<file path="config.mk">
export PLATFORM = sky130hd
export DESIGN_NAME = alu_cmd_driver_flat
export DESIGN_NICKNAME = d
export VERILOG_FILES = /design/src/rtl/alu_pkg.sv /design/src/rtl/alu_cmd_driver_if.sv /design/src/rtl/alu_cmd_fifo.sv /design/src/rtl/alu_cmd_driver.sv /design/src/flat_wrapper.sv
export SDC_FILE = /design/constraint.sdc
export NUM_CORES = 1
export LEC_CHECK = 0
export ABC_AREA = 1
export ABC_CLOCK_PERIOD_IN_PS = 4720
export CORE_MARGIN = 1.5
export CORE_UTILIZATION = 55
export DETAILED_ROUTE_END_ITERATION = 7
export PLACE_DENSITY = 0.84
export SETUP_SLACK_MARGIN = 0.3
export SLEW_MARGIN = 5
export SYNTH_ARGS = -nofsm -noshare
export SYNTH_HDL_FRONTEND = slang
export SYNTH_HIERARCHICAL = 1
export SYNTH_SLANG_ARGS = --single-unit
</file>
<file path="constraint.sdc">
create_clock -name clk -period 4.72 [get_ports clk]
set_input_delay 0.708 -clock clk [delete_from_list [all_inputs] [get_ports clk]]
set_output_delay 0.708 -clock clk [all_outputs]
set_load 0.01 [all_outputs]
</file>
<file path="src/rtl/alu_pkg.sv">
// Shared definitions for the ALU command driver: opcode values and FSM states.
package alu_pkg;

    localparam logic [3:0] OP_ADD  = 4'h0;
    localparam logic [3:0] OP_SUB  = 4'h1;
    localparam logic [3:0] OP_GE   = 4'h2;
    localparam logic [3:0] OP_LT   = 4'h3;
    localparam logic [3:0] OP_NE   = 4'h4;
    localparam logic [3:0] OP_EQ   = 4'h5;
    localparam logic [3:0] OP_AND  = 4'h6;
    localparam logic [3:0] OP_OR   = 4'h7;
    localparam logic [3:0] OP_XOR  = 4'h8;
    localparam logic [3:0] OP_ROL  = 4'h9;
    localparam logic [3:0] OP_ROR  = 4'hA;
    localparam logic [3:0] OP_SLL  = 4'hB;
    localparam logic [3:0] OP_SRL  = 4'hC;
    localparam logic [3:0] OP_LAST = 4'hC;

    typedef enum logic [1:0] {
        IDLE,
        ISSUE,
        WAIT,
        RESP
    } state_e;

    function automatic logic op_legal(input logic [3:0] op);
        return op <= OP_LAST;
    endfunction

endpackage

</file>
<file path="src/rtl/alu_cmd_driver_if.sv">
// Command, ALU and response signals of alu_cmd_driver.
// master = the driver itself; slave = sequencer, ALU and response consumer.
interface alu_cmd_driver_if #(
    parameter int unsigned W = 32
);
    logic         cmd_valid;
    logic         cmd_ready;
    logic [W-1:0] cmd_a;
    logic [W-1:0] cmd_b;
    logic [3:0]   cmd_op;

    logic [W-1:0] alu_a;
    logic [W-1:0] alu_b;
    logic [3:0]   alu_cnt;
    logic [W-1:0] alu_d;
    logic         alu_carry;

    logic         rsp_valid;
    logic         rsp_ready;
    logic [W-1:0] rsp_d;
    logic         rsp_carry;
    logic [3:0]   rsp_op;
    logic         rsp_err;

    modport master (
        input  cmd_valid, cmd_a, cmd_b, cmd_op, alu_d, alu_carry, rsp_ready,
        output cmd_ready, alu_a, alu_b, alu_cnt,
               rsp_valid, rsp_d, rsp_carry, rsp_op, rsp_err
    );

    modport slave (
        output cmd_valid, cmd_a, cmd_b, cmd_op, alu_d, alu_carry, rsp_ready,
        input  cmd_ready, alu_a, alu_b, alu_cnt,
               rsp_valid, rsp_d, rsp_carry, rsp_op, rsp_err
    );
endinterface

</file>
<file path="src/rtl/alu_cmd_fifo.sv">
// Synchronous command FIFO with registered ready (= not full after this edge).
module alu_cmd_fifo #(
    parameter int unsigned WIDTH = 68,
    parameter int unsigned DEPTH = 4
) (
    input  logic             clk,
    input  logic             rst_n,
    input  logic             push,
    input  logic [WIDTH-1:0] wdata,
    output logic             ready,
    input  logic             pop,
    output logic [WIDTH-1:0] rdata,
    output logic             empty
);
    localparam int unsigned AW = $clog2(DEPTH);

    logic [AW-1:0]    wr_ptr_q, wr_ptr_d;
    logic [AW-1:0]    rd_ptr_q, rd_ptr_d;
    logic [AW:0]      count_q, count_d;
    logic             ready_q, ready_d;
    logic             do_push, do_pop;
    logic [WIDTH-1:0] mem_q [DEPTH];

    assign do_push = push && ready_q;
    assign do_pop  = pop && !empty;
    assign empty   = (count_q == '0);
    assign ready   = ready_q;
    assign rdata   = mem_q[rd_ptr_q];

    always_comb begin
        wr_ptr_d = do_push ? wr_ptr_q + AW'(1) : wr_ptr_q;
        rd_ptr_d = do_pop  ? rd_ptr_q + AW'(1) : rd_ptr_q;
        count_d  = count_q + (AW+1)'(do_push) - (AW+1)'(do_pop);
        ready_d  = (count_d != (AW+1)'(DEPTH));
    end

    always_ff @(posedge clk or negedge rst_n) begin
        if (!rst_n) begin
            wr_ptr_q <= '0;
            rd_ptr_q <= '0;
            count_q  <= '0;
            ready_q  <= 1'b0;
        end else begin
            wr_ptr_q <= wr_ptr_d;
            rd_ptr_q <= rd_ptr_d;
            count_q  <= count_d;
            ready_q  <= ready_d;
        end
    end

    always_ff @(posedge clk) begin
        if (do_push) begin
            mem_q[wr_ptr_q] <= wdata;
        end
    end

endmodule

</file>
<file path="src/rtl/alu_cmd_driver.sv">
// Initiator for a combinational 32-bit ALU: queues commands, issues them, returns results.
// Optional feature macro: ALU_DRV_STATS_EN adds stat_ops/stat_err saturating counters.
module alu_cmd_driver
    import alu_pkg::*;
#(
    parameter int unsigned W       = 32,
    parameter int unsigned DEPTH   = 4,
    parameter int unsigned ALU_LAT = 1
) (
    input  logic                 clk,
    input  logic                 rst_n,
    alu_cmd_driver_if.master     bus
`ifdef ALU_DRV_STATS_EN
    ,
    output logic [15:0]          stat_ops,
    output logic [15:0]          stat_err
`endif
);
    localparam int unsigned FW = 2 * W + 4;

    state_e         state_q, state_d;
    logic [3:0]     cnt_q, cnt_d;
    logic [W-1:0]   alu_a_q, alu_a_d, alu_b_q, alu_b_d;
    logic [3:0]     alu_cnt_q, alu_cnt_d;
    logic           rsp_valid_q, rsp_valid_d;
    logic [W-1:0]   rsp_d_q, rsp_d_d;
    logic           rsp_carry_q, rsp_carry_d;
    logic [3:0]     rsp_op_q, rsp_op_d;
    logic           rsp_err_q, rsp_err_d;

    logic           fifo_ready, fifo_empty, fifo_push, start;
    logic [FW-1:0]  fifo_rdata;
    logic [W-1:0]   head_a, head_b;
    logic [3:0]     head_op;
    logic           head_legal;

    assign fifo_push = bus.cmd_valid && fifo_ready;

    alu_cmd_fifo #(
        .WIDTH (FW),
        .DEPTH (DEPTH)
    ) u_fifo (
        .clk   (clk),
        .rst_n (rst_n),
        .push  (fifo_push),
        .wdata ({bus.cmd_a, bus.cmd_b, bus.cmd_op}),
        .ready (fifo_ready),
        .pop   (start),
        .rdata (fifo_rdata),
        .empty (fifo_empty)
    );

    assign head_a     = fifo_rdata[FW-1 -: W];
    assign head_b     = fifo_rdata[W+3 -: W];
    assign head_op    = fifo_rdata[3:0];
    assign head_legal = op_legal(head_op);

    // A new op starts from IDLE, or from RESP on the same edge as its handshake (no bubble).
    assign start = !fifo_empty &&
                   ((state_q == IDLE) || ((state_q == RESP) && bus.rsp_ready));

    always_ff @(posedge clk or negedge rst_n) begin
        if (!rst_n) begin
            state_q <= IDLE;
        end else begin
            state_q <= state_d;
        end
    end

    always_comb begin
        state_d = state_q;
        case (state_q)
            IDLE:    if (start) state_d = head_legal ? ISSUE : RESP;
            ISSUE:   state_d = WAIT;
            WAIT:    if (cnt_q == '0) state_d = RESP;
            RESP:    if (bus.rsp_ready) state_d = start ? (head_legal ? ISSUE : RESP) : IDLE;
            default: state_d = IDLE;
        endcase
    end

    always_comb begin
        cnt_d       = cnt_q;
        alu_a_d     = alu_a_q;
        alu_b_d     = alu_b_q;
        alu_cnt_d   = alu_cnt_q;
        rsp_valid_d = rsp_valid_q;
        rsp_d_d     = rsp_d_q;
        rsp_carry_d = rsp_carry_q;
        rsp_op_d    = rsp_op_q;
        rsp_err_d   = rsp_err_q;

        if (start && head_legal) begin
            alu_a_d   = head_a;
            alu_b_d   = head_b;
            alu_cnt_d = head_op;
        end

        // Illegal ops bypass the ALU entirely and leave its operand registers untouched.
        if (start && !head_legal) begin
            rsp_valid_d = 1'b1;
            rsp_d_d     = '0;
            rsp_carry_d = 1'b0;
            rsp_op_d    = head_op;
            rsp_err_d   = 1'b1;
        end else if ((state_q == RESP) && bus.rsp_ready) begin
            rsp_valid_d = 1'b0;
        end

        case (state_q)
            ISSUE: cnt_d = 4'(ALU_LAT - 1);
            WAIT: begin
                if (cnt_q == '0) begin
                    rsp_valid_d = 1'b1;
                    rsp_d_d     = bus.alu_d;
                    rsp_carry_d = (alu_cnt_q == OP_ADD) && bus.alu_carry;
                    rsp_op_d    = alu_cnt_q;
                    rsp_err_d   = 1'b0;
                end else begin
                    cnt_d = cnt_q - 4'd1;
                end
            end
            default: ;
        endcase
    end

    always_ff @(posedge clk or negedge rst_n) begin
        if (!rst_n) begin
            cnt_q       <= '0;
            alu_a_q     <= '0;
            alu_b_q     <= '0;
            alu_cnt_q   <= '0;
            rsp_valid_q <= 1'b0;
            rsp_d_q     <= '0;
            rsp_carry_q <= 1'b0;
            rsp_op_q    <= '0;
            rsp_err_q   <= 1'b0;
        end else begin
            cnt_q       <= cnt_d;
            alu_a_q     <= alu_a_d;
            alu_b_q     <= alu_b_d;
            alu_cnt_q   <= alu_cnt_d;
            rsp_valid_q <= rsp_valid_d;
            rsp_d_q     <= rsp_d_d;
            rsp_carry_q <= rsp_carry_d;
            rsp_op_q    <= rsp_op_d;
            rsp_err_q   <= rsp_err_d;
        end
    end

    assign bus.cmd_ready = fifo_ready;
    assign bus.alu_a     = alu_a_q;
    assign bus.alu_b     = alu_b_q;
    assign bus.alu_cnt   = alu_cnt_q;
    assign bus.rsp_valid = rsp_valid_q;
    assign bus.rsp_d     = rsp_d_q;
    assign bus.rsp_carry = rsp_carry_q;
    assign bus.rsp_op    = rsp_op_q;
    assign bus.rsp_err   = rsp_err_q;

`ifdef ALU_DRV_STATS_EN
    logic        rsp_hs;
    logic [15:0] stat_ops_q, stat_ops_d, stat_err_q, stat_err_d;

    assign rsp_hs = rsp_valid_q && bus.rsp_ready;

    always_comb begin
        stat_ops_d = stat_ops_q;
        stat_err_d = stat_err_q;
        if (rsp_hs && (stat_ops_q != '1)) stat_ops_d = stat_ops_q + 16'd1;
        if (rsp_hs && rsp_err_q && (stat_err_q != '1)) stat_err_d = stat_err_q + 16'd1;
    end

    always_ff @(posedge clk or negedge rst_n) begin
        if (!rst_n) begin
            stat_ops_q <= '0;
            stat_err_q <= '0;
        end else begin
            stat_ops_q <= stat_ops_d;
            stat_err_q <= stat_err_d;
        end
    end

    assign stat_ops = stat_ops_q;
    assign stat_err = stat_err_q;
`endif

endmodule

</file>
<file path="src/flat_wrapper.sv">
// flat-port wrapper written by rule: the top's interface ports become plain ports
module alu_cmd_driver_flat import alu_pkg::*;
#(
    parameter int unsigned W       = 32,
    parameter int unsigned DEPTH   = 4,
    parameter int unsigned ALU_LAT = 1
)
  (clk, rst_n, bus_cmd_valid, bus_cmd_a, bus_cmd_b, bus_cmd_op, bus_alu_d, bus_alu_carry, bus_rsp_ready, bus_cmd_ready, bus_alu_a, bus_alu_b, bus_alu_cnt, bus_rsp_valid, bus_rsp_d, bus_rsp_carry, bus_rsp_op, bus_rsp_err);
  alu_cmd_driver_if #(.W(W)) bus_i ();
  input  logic clk;
  input  logic rst_n;
  input wire logic [$bits(bus_i.cmd_valid)-1:0] bus_cmd_valid;
  input wire logic [$bits(bus_i.cmd_a)-1:0] bus_cmd_a;
  input wire logic [$bits(bus_i.cmd_b)-1:0] bus_cmd_b;
  input wire logic [$bits(bus_i.cmd_op)-1:0] bus_cmd_op;
  input wire logic [$bits(bus_i.alu_d)-1:0] bus_alu_d;
  input wire logic [$bits(bus_i.alu_carry)-1:0] bus_alu_carry;
  input wire logic [$bits(bus_i.rsp_ready)-1:0] bus_rsp_ready;
  output wire logic [$bits(bus_i.cmd_ready)-1:0] bus_cmd_ready;
  output wire logic [$bits(bus_i.alu_a)-1:0] bus_alu_a;
  output wire logic [$bits(bus_i.alu_b)-1:0] bus_alu_b;
  output wire logic [$bits(bus_i.alu_cnt)-1:0] bus_alu_cnt;
  output wire logic [$bits(bus_i.rsp_valid)-1:0] bus_rsp_valid;
  output wire logic [$bits(bus_i.rsp_d)-1:0] bus_rsp_d;
  output wire logic [$bits(bus_i.rsp_carry)-1:0] bus_rsp_carry;
  output wire logic [$bits(bus_i.rsp_op)-1:0] bus_rsp_op;
  output wire logic [$bits(bus_i.rsp_err)-1:0] bus_rsp_err;
  assign bus_i.cmd_valid = bus_cmd_valid;
  assign bus_i.cmd_a = bus_cmd_a;
  assign bus_i.cmd_b = bus_cmd_b;
  assign bus_i.cmd_op = bus_cmd_op;
  assign bus_i.alu_d = bus_alu_d;
  assign bus_i.alu_carry = bus_alu_carry;
  assign bus_i.rsp_ready = bus_rsp_ready;
  assign bus_cmd_ready = bus_i.cmd_ready;
  assign bus_alu_a = bus_i.alu_a;
  assign bus_alu_b = bus_i.alu_b;
  assign bus_alu_cnt = bus_i.alu_cnt;
  assign bus_rsp_valid = bus_i.rsp_valid;
  assign bus_rsp_d = bus_i.rsp_d;
  assign bus_rsp_carry = bus_i.rsp_carry;
  assign bus_rsp_op = bus_i.rsp_op;
  assign bus_rsp_err = bus_i.rsp_err;
  alu_cmd_driver #(.W(W), .DEPTH(DEPTH), .ALU_LAT(ALU_LAT)) u_core (.clk(clk), .rst_n(rst_n), .bus(bus_i));
endmodule
</file>
### After elaboration in Yosys (flattened, before gate mapping)

Memory sizes are Yosys's and may differ from the RTL's.
Cells that the tools add are included.

* muxes and demuxes: 26
* equality and inequality tests: 8
* reductions and logical operators: 18
* magnitude comparators: 1
* add/sub/neg operators: 5

Operators with widths (count)
* two-way mux 32 bit: 3
* two-way mux 4 bit: 4
* two-way mux 1 bit: 12
* two-way mux 2 bit: 5
* logical AND 1 bit: 8
* logical NOT 4 bit: 2
* case mux 2 bit (4 select lines): 1
* case mux 4 bit (2 select lines): 1
* adder 2 x 1 -> 2 bit, second input constant: 2
* equality test 2 bit, second input constant: 2
* less-or-equal comparator 4 bit, second input constant: 1
* inequality test 2 x 1 -> 1 bit, second input constant: 2
* inequality test 2 bit, second input constant: 2
* subtractor 4 x 1 -> 4 bit, second input constant: 1
* adder 3 x 1 -> 3 bit: 1
* logical NOT 3 bit: 1
* inequality test 3 bit, second input constant: 1
* AND reduction 3 bit: 1
* subtractor 3 x 1 -> 3 bit: 1
* equality test 2 x 1 -> 1 bit, second input constant: 1
* logical NOT 1 bit: 2
* logical NOT 2 bit: 1
* AND reduction 2 bit: 1
* nonzero test 2 bit: 1
* logical OR 1 bit: 1

* logic and storage cells: 73
* RAM bits: 272
* input port bits: 105
* bits in registers: 121
* memories kept: 1

Memories
* u_core.u_fifo.mem_q: depth 4, bits a word 68, read ports 1, clocked after memory_dff 0, write ports 1, RTL line alu_cmd_fifo.sv:22 `logic [WIDTH-1:0] mem_q [DEPTH];`

### Depth between registers and ports, before layout

Gate-level depths: netlist of run 1.

* depth in word-level cells: 8
* gate-level depth with buffers: 15
* mapped depth without buffers: 13

### Hierarchy

Netlist of run 1, hierarchy kept.

Modules (own cells, without submodules)
* alu_cmd_fifo: cells an instance 922, instances 1, seq. area each 8368.0 sq um, area an instance 11162.0 sq um
* alu_cmd_driver: cells an instance 522, instances 1, seq. area each 2827.7 sq um, area an instance 4550.6 sq um

### Worst setup path after synthesis of run 1

Ideal clock, no wire load.

* path kind: input -> register
* from: input port bus_cmd_valid
* to: memory u_core.u_fifo.mem_q[0][0], enable pin
* cell stages on the path: 4
* slack: 0.404 ns
* buffers on the path: 0
* library setup time: 0.495 ns
* data arrival time: 3.821 ns
* data required time: 4.225 ns
* path through: nand2_1 inv_1 nand2_1 nor2_1

* cells in the longest elaborated chain, start to end: 4

Ends and longest elaborated chain
* from (decl): RTL line flat_wrapper.sv:12 `input wire logic [$bits(bus_i.cmd_valid)-1:0] bus_cmd_valid;`
* logical AND 1 bit: RTL line alu_cmd_driver.sv:37 `assign fifo_push = bus.cmd_valid && fifo_ready;`
* via u_core.fifo_push: RTL line alu_cmd_driver.sv:31 `logic fifo_ready, fifo_empty, fifo_push, start;`
* logical AND 1 bit: RTL line alu_cmd_fifo.sv:24 `assign do_push = push && ready_q;`
* two-way mux 1 bit: RTL line alu_cmd_fifo.sv:52 `if (do_push) begin`
* two-way mux 1 bit (not written as such): RTL line alu_cmd_fifo.sv:53 `mem_q[wr_ptr_q] <= wdata;`
* to (decl): RTL line alu_cmd_fifo.sv:22

The timed path passes the listed nets, and every way through them passes these cells.

### Worst setup path after layout of run 1

* from: register u_core.u_fifo.rd_ptr_q[0]
* to: register u_core.alu_b_q[3], in the netlist u_core/bus.alu_b[3]

* cells in the longest elaborated chain, start to end: 3

Ends and longest elaborated chain
* from (decl): RTL line alu_cmd_fifo.sv:18 `logic [AW-1:0] rd_ptr_q, rd_ptr_d;`
* from (signal assigned): RTL line alu_cmd_fifo.sv:45 `rd_ptr_q <= rd_ptr_d;`
* memory read (4 x 68 bit)
* via u_core.fifo_rdata[1]: RTL line alu_cmd_driver.sv:32 `logic [FW-1:0] fifo_rdata;`
* less-or-equal comparator 4 bit: RTL line alu_pkg.sv:27 `return op <= OP_LAST;`
* logical AND 1 bit: RTL line alu_cmd_driver.sv:92 `if (start && head_legal) begin`
* to (signal assigned): RTL line alu_cmd_driver.sv:140 `alu_b_q <= alu_b_d;`
* to (decl): RTL line alu_cmd_driver.sv:23 `logic [W-1:0] alu_a_q, alu_a_d, alu_b_q, alu_b_d;`

The timed path passes the listed nets, and every way through them passes these cells.
A chain may end at the register's enable or synchronous reset.

==> results of run 1 <==
==> how the worst max path moves through the flow <==
stage / slack [ns] / start / cells after the start / endpoint
finish: 1.28 / u_core/u_fifo/rd_ptr_q[0]$_DFFE_PN0P_ / 10 / u_core/bus.alu_b[3]$_DFFE_PN0P_
global route: 1.01 / u_core/u_fifo/rd_ptr_q[0]$_DFFE_PN0P_ / 10 / u_core/bus.alu_a[24]$_DFFE_PN0P_
CTS: 1.33 / u_core/u_fifo/rd_ptr_q[0]$_DFFE_PN0P_ / 10 / u_core/bus.alu_b[3]$_DFFE_PN0P_
detailed placement: 1.36 / u_core/u_fifo/rd_ptr_q[0]$_DFFE_PN0P_ / 10 / u_core/bus.alu_b[3]$_DFFE_PN0P_
global placement: 1.56 / u_core/u_fifo/rd_ptr_q[0]$_DFFE_PN0P_ / 10 / u_core/bus.alu_b[13]$_DFFE_PN0P_
floorplan: 0.40 / bus_cmd_valid / 4 / u_core/u_fifo/mem_q[0][0]$_DFFE_PP_
==> synth_stat cells <==
cell type	instances
clkbuf_1	24
a21oi_1	3
buf_4	8
inv_2	2
nand3_1	78
ha_1	7
edfxtp_1	272
buf_1	1
o21ai_0	133
nand3_2	1
clkinv_1	1
nand2_2	1
xor2_1	3
nor2_4	1
dfrtp_1	121
nand4_1	2
a21oi_2	1
fa_1	1
o22ai_1	1
a31oi_1	1
nand2_1	476
nor2_1	154
inv_1	102
buf_6	14
o21ai_1	10
buf_2	25
nor3_1	1
==> critical path: cells and delay by family, from the launching register on <==
| kind | cells | cell delay [ns] |
|---|---|---|
| simple gates | 6 | 1.13 |
| buf+inv | 3 | 1.21 |
| flops | 1 | 0.73 |
| compound gates | 1 | 0.25 |
==> final cells by class <==
class / instances / share of cell area
Inverter: 105 / 0.0207
Sequential cell: 393 / 0.583
Tap cell: 378 / 0.0246
Timing Repair Buffer: 225 / 0.116
Clock inverter: 15 / 0.00573
Antenna cell: 2 / 0.000261
Multi-Input combinational cell: 874 / 0.194
Clock buffer: 57 / 0.0559
==> power by group through the flow <==
stage / sequential [mW] / combinational, mW / clock, mW
6_report: 5.12 / 4.57 / 2.85
5_1_grt: 5.21 / 5.13 / 3.04
2_1_floorplan: 5.26 / 2.74 / 0
4_1_cts: 5.12 / 4.58 / 2.90
3_3_place_gp: 5.15 / 4.35 / 0
3_5_place_dp: 5.17 / 4.53 / 0
==> sequential cells by signal, summed over array words and instances (netlist names) <==
signal and flops:
u_core/cnt_q 4, u_core/u_fifo/rd_ptr_q 2, u_core/u_fifo/ready 1, u_core/u_fifo/wr_ptr_q 2
u_core/bus.rsp_carry 1, u_core/bus.rsp_valid 1, u_core/u_fifo/mem_q 272, u_core/bus.rsp_d 32
u_core/bus.rsp_err 1, u_core/bus.alu_b 32, u_core/bus.alu_a 32, u_core/u_fifo/count_q 3
u_core/bus.alu_cnt 4, u_core/bus.rsp_op 4, u_core/state_q 2
==> metal layers <==
layer	track usage	wire length, um
met1	0.300	13600
met2	0.401	16800
met3	0.0490	3050
met4	0.101	1110
met5	0	26
==> cell families (layout without fill, tap and decap cells) <==
| group | count (synthesis) | in the layout |
|---|---|---|
| xor gates and xnor gates | 3 | 3 |
| buffers and inverters | 177 | 402 |
| AOI/OAI and AO/OA | 149 | 149 |
| and+or+nand+nor | 714 | 714 |
| other | 0 | 2 |
| DFF | 393 | 393 |
| adders and majority gates | 8 | 8 |
==> per-stage QoR <==
stage	hold slack (ns)	worst slack, ns	power [mW]
4_1_cts	0.212	1.33	12.6
3_5_place_dp	0.460	1.36	9.71
3_3_place_gp	0.453	1.56	9.50
6_report	0.179	1.28	12.5
5_1_grt	0.242	1.01	13.4
2_1_floorplan	0.412	0.404	8.00
==> results.md, run 1 <==
* Total Wirelength at around 35000 um
* CTS buffer count at 39
* Reg-to-Reg End: u_core/bus.alu_b[3]$_DFFE_PN0P_
* Flop pwr share at 0.408
* First-pass DRT Iterations at 7
* Crit path max-delay cell type: dfrtp_4
* Area taken by flip-flops and latches at between 10000 and 15000 sq um
* Simple-gate share of the synthesized area at 0.178
* Die width at between 150 and 200 um
* CTS root buffer: clkbuf_16
* Layout Cells excl Fill at roughly 2000
* Pwr Density at approximately 650 nW/um^2
* Startpoint Class: register
* Switching Share at 0.366
* Worst rel slew slack at 0.299
* RSZ-0062 raised after global routing: false
* FF-to-FF path depth at 10
* Most common cell after layout, fill and taps aside: nand2_1
* Design Area, Final at around 19000 sq um
* Setup TNS at 0 ns
* VDD IR max at approximately 0.43 mV
* Syn Nets at around 1600
* Final net count at ~1800
* DR vias at approximately 11000
* Row count at approximately 60
* # setup viols final at 0
* Synth area leader: edfxtp_1
* Slew Viols, Final at 0
* Fill cell count at about 1900
* Fin crit share at 0.729
* Multi-input gate area at about 3700 sq um
* Routed len/inst at ~17 um
* Endpoint type of the worst setup path: register
* Leak at just over 8 nW
* Insertion delay to the later sink of the worst-skew pair at about 0.55 ns
* Post-CTS setup buffer count at 0
* Initial antenna violation count at 4
* Combinational share of power at 0.365
* Clock tree buffer depth at 3
* Net Switching at around 4.6 mW
* Syn_area_per_cell at between 10 and 15 sq um
* RR Startpoint: u_core/u_fifo/rd_ptr_q[0]$_DFFE_PN0P_
* Compound-Gate Fraction of Synth Area at 0.0479
* Clk slew on worst S/H paths at ~0.06 ns
* Core area at roughly 28000 sq um
* Crit path DAT at 3.91 ns
* Die height at between 150 and 200 um
* Drc violations at 0
* Post-Synth Adder-Cell Area at 0.00685
* Largest family of logic cells by synthesized area: simple AND/OR/NAND/NOR gates
* Top cell type's share of synthesized area at 0.520
* Total track usage at 0.238
* Worst path cell trace: inv_2 > o21ai_0 > nand2_1 > nor2_1 > nor2_1 > inv_2 > nand2_2 > buf_4 > nand2_1 > nand2_1
* Most frequent cells in the layout: nand2_1, edfxtp_1, clkdlybuf4s50_1, nor2_1, o21ai_0
* CTS tree: yes
* Iter 0 DRT Violations at 1064
* Max_cap viols at 0
* Xor/xnor share of the synthesized area at 0.00167
* Max frequency at ~0.29 GHz
* Gp weighted congestion at 0.779
* HP Class: in -> async
* Tmin final at between 3 and 4 ns
* I/O pins at roughly 210
* Cell count after synthesis at about 1400
* Int Pwr at ~7.9 mW
* Post-route ant nets at 0
* Reg-to-reg slack, setup at 1.28 ns
* Synth Warn # at 6
* Vias in the first global route at about 11000
* CTS Sinks at between 300 and 400
* Fin. Hold Viols at 0
* Worst Path Required at a little over 5 ns
* Clock power share at 0.227
* Crit path max fanout at 72
* Synthesized area at ~16000 sq um
* Global-route wire length before repair at around 55000 um
* HPWL after DPL at roughly 21000 um
* Die area at 29600 sq um
* DR vias/cell at between 5 and 6
* Setup Crit Path Kind: reg -> reg
* Ranking of synthesized cells by area: edfxtp_1, dfrtp_1, nand2_1
* Largest stage delay, worst path at approximately 0.73 ns
* Number of port buffers at between 200 and 250
* Initial Util at 0.562
* Area delta synth->final at 22.2%
* Yosys reg bits at 393
* Worst Tran Pin Value at about 1.1 ns
* Fin util at 0.687
* H-tree Lvls at 2
* Pin count of the biggest net entering global routing at 74
* Share of layout cells above drive strength 1 at 0.0467
* Placed Area at 18000 sq um
* Layout Skew at about 0.021 ns
* Most frequent CP cell: nand2_1
* Post-synthesis mux area share at 0
* Post-CTS Hold Buffers at 0
* Status: completed
* Seq/Total Area, Yosys at 0.713
* Cell variety after synth at 27
* Cells after DPL at a little under 2000
* Grt total ovfl at 0
* Post-CTS sizing at 0
Power figures use the tool's default switching activity.
==> run 2, diff against run 1 <==
- ABC_CLOCK_PERIOD_IN_PS: 4720 -> 3200
- clock period: 4.72 -> 3.2 ns (I/O delays scaled with it)
==> run 2 against run 1 <==
The run now ends with hold timing left. Count of clock-buffer cells in the layout down 4. Power up 51%. Fmax up 39%. Die area unchanged. Worst setup slack worse by 0.55 ns. Sequential share of layout area down 0.55 points. Critical path depth unchanged. Routed wire length up 2.8%. Clock power up 59%. Clock skew up 0.012 ns. Global-route usage up 0.38 points. Worst hold slack worse by 0.19 ns. Critical path type unchanged. Critical endpoint is now u_core/bus.alu_a[10]$_DFFE_PN0P_. Largest cell class unchanged. Highest routed layer unchanged.
==> results.md, run 2 (synthesis results as in run 1) <==
* Multi-input gate area at 3730 sq um (unchanged)
* Die width at 172 um (unchanged)
* Met2 usage at 0.430 (+0.0288)
* Clock tree buffer depth at 3 (unchanged)
* Most common cell after layout, fill and taps aside: nand2_1
* Global-route wire length before repair at 55100 um (+0.64%)
* I/O pins at 213 (unchanged)
* CTS tree: yes
* # setup viols final at 0 (unchanged)
* Largest stage delay, worst path at 0.57 ns (-0.16 ns)
* Reg-to-reg slack, setup at 0.73 ns (-0.55 ns)
* Post-CTS setup buffer count at 0 (unchanged)
* Setup Crit Path Kind: reg -> reg
* Fin. Hold Viols at 3 (+3)
* Layer with the highest usage: met2
* Tmin final at 2.47 ns (-0.971 ns)
* Post-route ant nets at 0 (unchanged)
* Worst Setup SP: u_core/u_fifo/rd_ptr_q[0]$_DFFE_PN0P_
* Slew Viols, Final at 0 (unchanged)
* Reg-to-Reg End: u_core/bus.alu_a[10]$_DFFE_PN0P_
* Core area at 27900 sq um (unchanged)
* Setup TNS at 0 ns (unchanged)
* Crit path max-delay cell type: dfrtp_4
* Most frequent CP cell: nand2_1
* Int Pwr at 12.1 mW (+52%)
* Routed len/inst at 17.3 um (+2.4%)
* Max frequency at 0.405 GHz (+39%)
* Die height at 172 um (unchanged)
* Switching Share at 0.361 (-0.00583)
* Cells after DPL at 1982 (+0.35%)
* HP Class: in -> async
* CTS buffer count at 39 (unchanged)
* Combinational share of power at 0.364 (about the same)
* Status: finished with violations
* Grt total ovfl at 0 (unchanged)
* Max_cap viols at 0 (unchanged)
* VDD IR max at 0.702 mV (+63%)
* DR vias/cell at 5.25 (-0.83%)
* Hold_ws at -0.0145 ns (-0.193 ns)
* Post-CTS sizing at 0 (unchanged)
* Fill cell count at 1929 (+0.99%)
* Worst path cell trace: inv_2 > o21ai_0 > nand2_1 > nor2_1 > nor2_1 > inv_2 > nand2_2 > buf_4 > nand2_1 > nand2_1
* Endpoint type of the worst setup path: register
* Layout Skew at 0.0333 ns (+0.0122 ns)
* Total track usage at 0.242 (+0.00376)
* Iter 0 DRT Violations at 890 (-16%)
* CTS root buffer: clkbuf_16
* Vias in the first global route at 10900 (+1.1%)
* M1 GR Usage at 0.285 (-0.0154)
* Area taken by flip-flops and latches at 11200 sq um (unchanged)
* CP Depth at 10 (unchanged)
* Share of layout cells above drive strength 1 at 0.0573 (+0.0105)
* RR Startpoint: u_core/u_fifo/rd_ptr_q[0]$_DFFE_PN0P_
* RSZ-0062 raised after global routing: false
* Pin count of the biggest net entering global routing at 106 (+43%)
* Most frequent cells in the layout: nand2_1, edfxtp_1, clkdlybuf4s50_1, nor2_1, o21ai_0
* First-pass DRT Iterations at 5 (-2)
* Initial antenna violation count at 5 (+1)
* Leak at 8.19 nW (+1.3%)
* Largest register FFs at 272 (unchanged)
* Insertion delay to the later sink of the worst-skew pair at 0.54 ns (about the same)
* Flop pwr share at 0.396 (-0.012)
* Post-CTS Hold Buffers at 0 (unchanged)
* Crit path DAT at 2.92 ns (-0.99 ns)
* Met3 Use GR at 0.0639 (+0.0149)
* Final net count at 1758 (+0.40%)
* Failing checks: hold timing
* Pwr Density at 976 nW/um^2 (+49%)
* Row count at 61 (unchanged)
* Worst path top cell family by delay: simple AND/OR/NAND/NOR gates
* Crit path max fanout at 27 (-63%)
* Die area at 29600 sq um (unchanged)
* Drc violations at 0 (unchanged)
* Clock power share at 0.240 (+0.013)
* Area delta synth->final at 23.4%
* FF-to-FF path depth at 10 (unchanged)
* Total Wirelength at 35500 um (+2.8%)
* Gp weighted congestion at 0.789 (+1.3%)
* Fin crit share at 0.772 (+0.0429)
* Net Switching at 6.82 mW (+48%)
* Top reg by flops: u_core/u_fifo/mem_q
* Clk slew on worst S/H paths at 0.06 ns (about the same)
* Worst path bufs/invs at 3 (unchanged)
* Layout Cells excl Fill at 2057 (+0.39%)
* Worst rel slew slack at 0.243 (-0.0554)
* Worst Setup EP: u_core/bus.alu_a[10]$_DFFE_PN0P_
* Worst Tran Pin Value at 1.13 ns (+0.0830 ns)
* H-tree Lvls at 2 (unchanged)
* HPWL after DPL at 20900 um (+1.7%)
* Number of port buffers at 212 (unchanged)
* Startpoint Class: register
* Worst Path Required at 3.65 ns (-1.54 ns)
* CTS Sinks at 393 (unchanged)
* Initial Util at 0.562 (unchanged)
* DR vias at 10800 (-0.44%)
-- run 2: cell count changes in the layout (fill, tap and decap cells not counted), sizes merged --
cell,delta
buf,+7
clkbuf,-4
clkinvlp,+1
bufinv,+3
diode,+1
-- run 2: how the worst min path moves through the flow --
stage	cells past startpoint	slack (ns)	startpoint	endpoint
3_3_place_gp	2	0.45	u_core/bus.rsp_d[26]$_DFF_PN0_	u_core/bus.rsp_d[26]$_DFF_PN0_
6_report	1	-0.01	rst_n	u_core/bus.rsp_d[24]$_DFF_PN0_
2_1_floorplan	0	0.18	rst_n	u_core/bus.alu_a[0]$_DFFE_PN0P_
4_1_cts	1	0.007	rst_n	u_core/bus.alu_b[11]$_DFFE_PN0P_
5_1_grt	1	0.04	rst_n	u_core/bus.rsp_d[24]$_DFF_PN0_
3_5_place_dp	2	0.46	u_core/bus.rsp_d[12]$_DFF_PN0_	u_core/bus.rsp_d[12]$_DFF_PN0_
-- run 2: layout make-up --
cell class              instances  share of cell area
inverters                     105              0.0205
repair buffers                232               0.118
clock inverters                19             0.00975
diodes                          3            0.000387
multi-input cells             874               0.192
clock buffers                  53              0.0572
flip-flops and latches        393               0.578
well taps                     378              0.0244
-- run 2: metrics by stage --
step                total power, mW  worst slack [ns]   util  area [sq um]  hold slack (ns)
floorplan                      11.8             0.210      -         15700            0.184
detailed placement             14.4             0.462  0.647         18100            0.458
finish                         18.9             0.731  0.694         19400          -0.0145
global placement               14.1             0.515  0.647         18100            0.453
global route                   20.1             0.574  0.694         19400           0.0383
CTS                            19.0             0.720  0.694         19400          0.00741
-- run 2: power groups by stage --
| stage | clock [mW] | combinational, mW | sequential [mW] |
|---|---|---|---|
| finish | 4.54 | 6.88 | 7.50 |
| global route | 4.83 | 7.64 | 7.61 |
| CTS | 4.62 | 6.90 | 7.50 |
| detailed placement | 0 | 6.85 | 7.57 |
| global placement | 0 | 6.55 | 7.52 |
| floorplan | 0 | 4.05 | 7.72 |
-- run 2: layer usage --
layer	up-vias	wire length (um)
met4	6	747
met1	5163	13600
met2	423	17800
li1	5137	-
met3	74	3340
met5	-	37
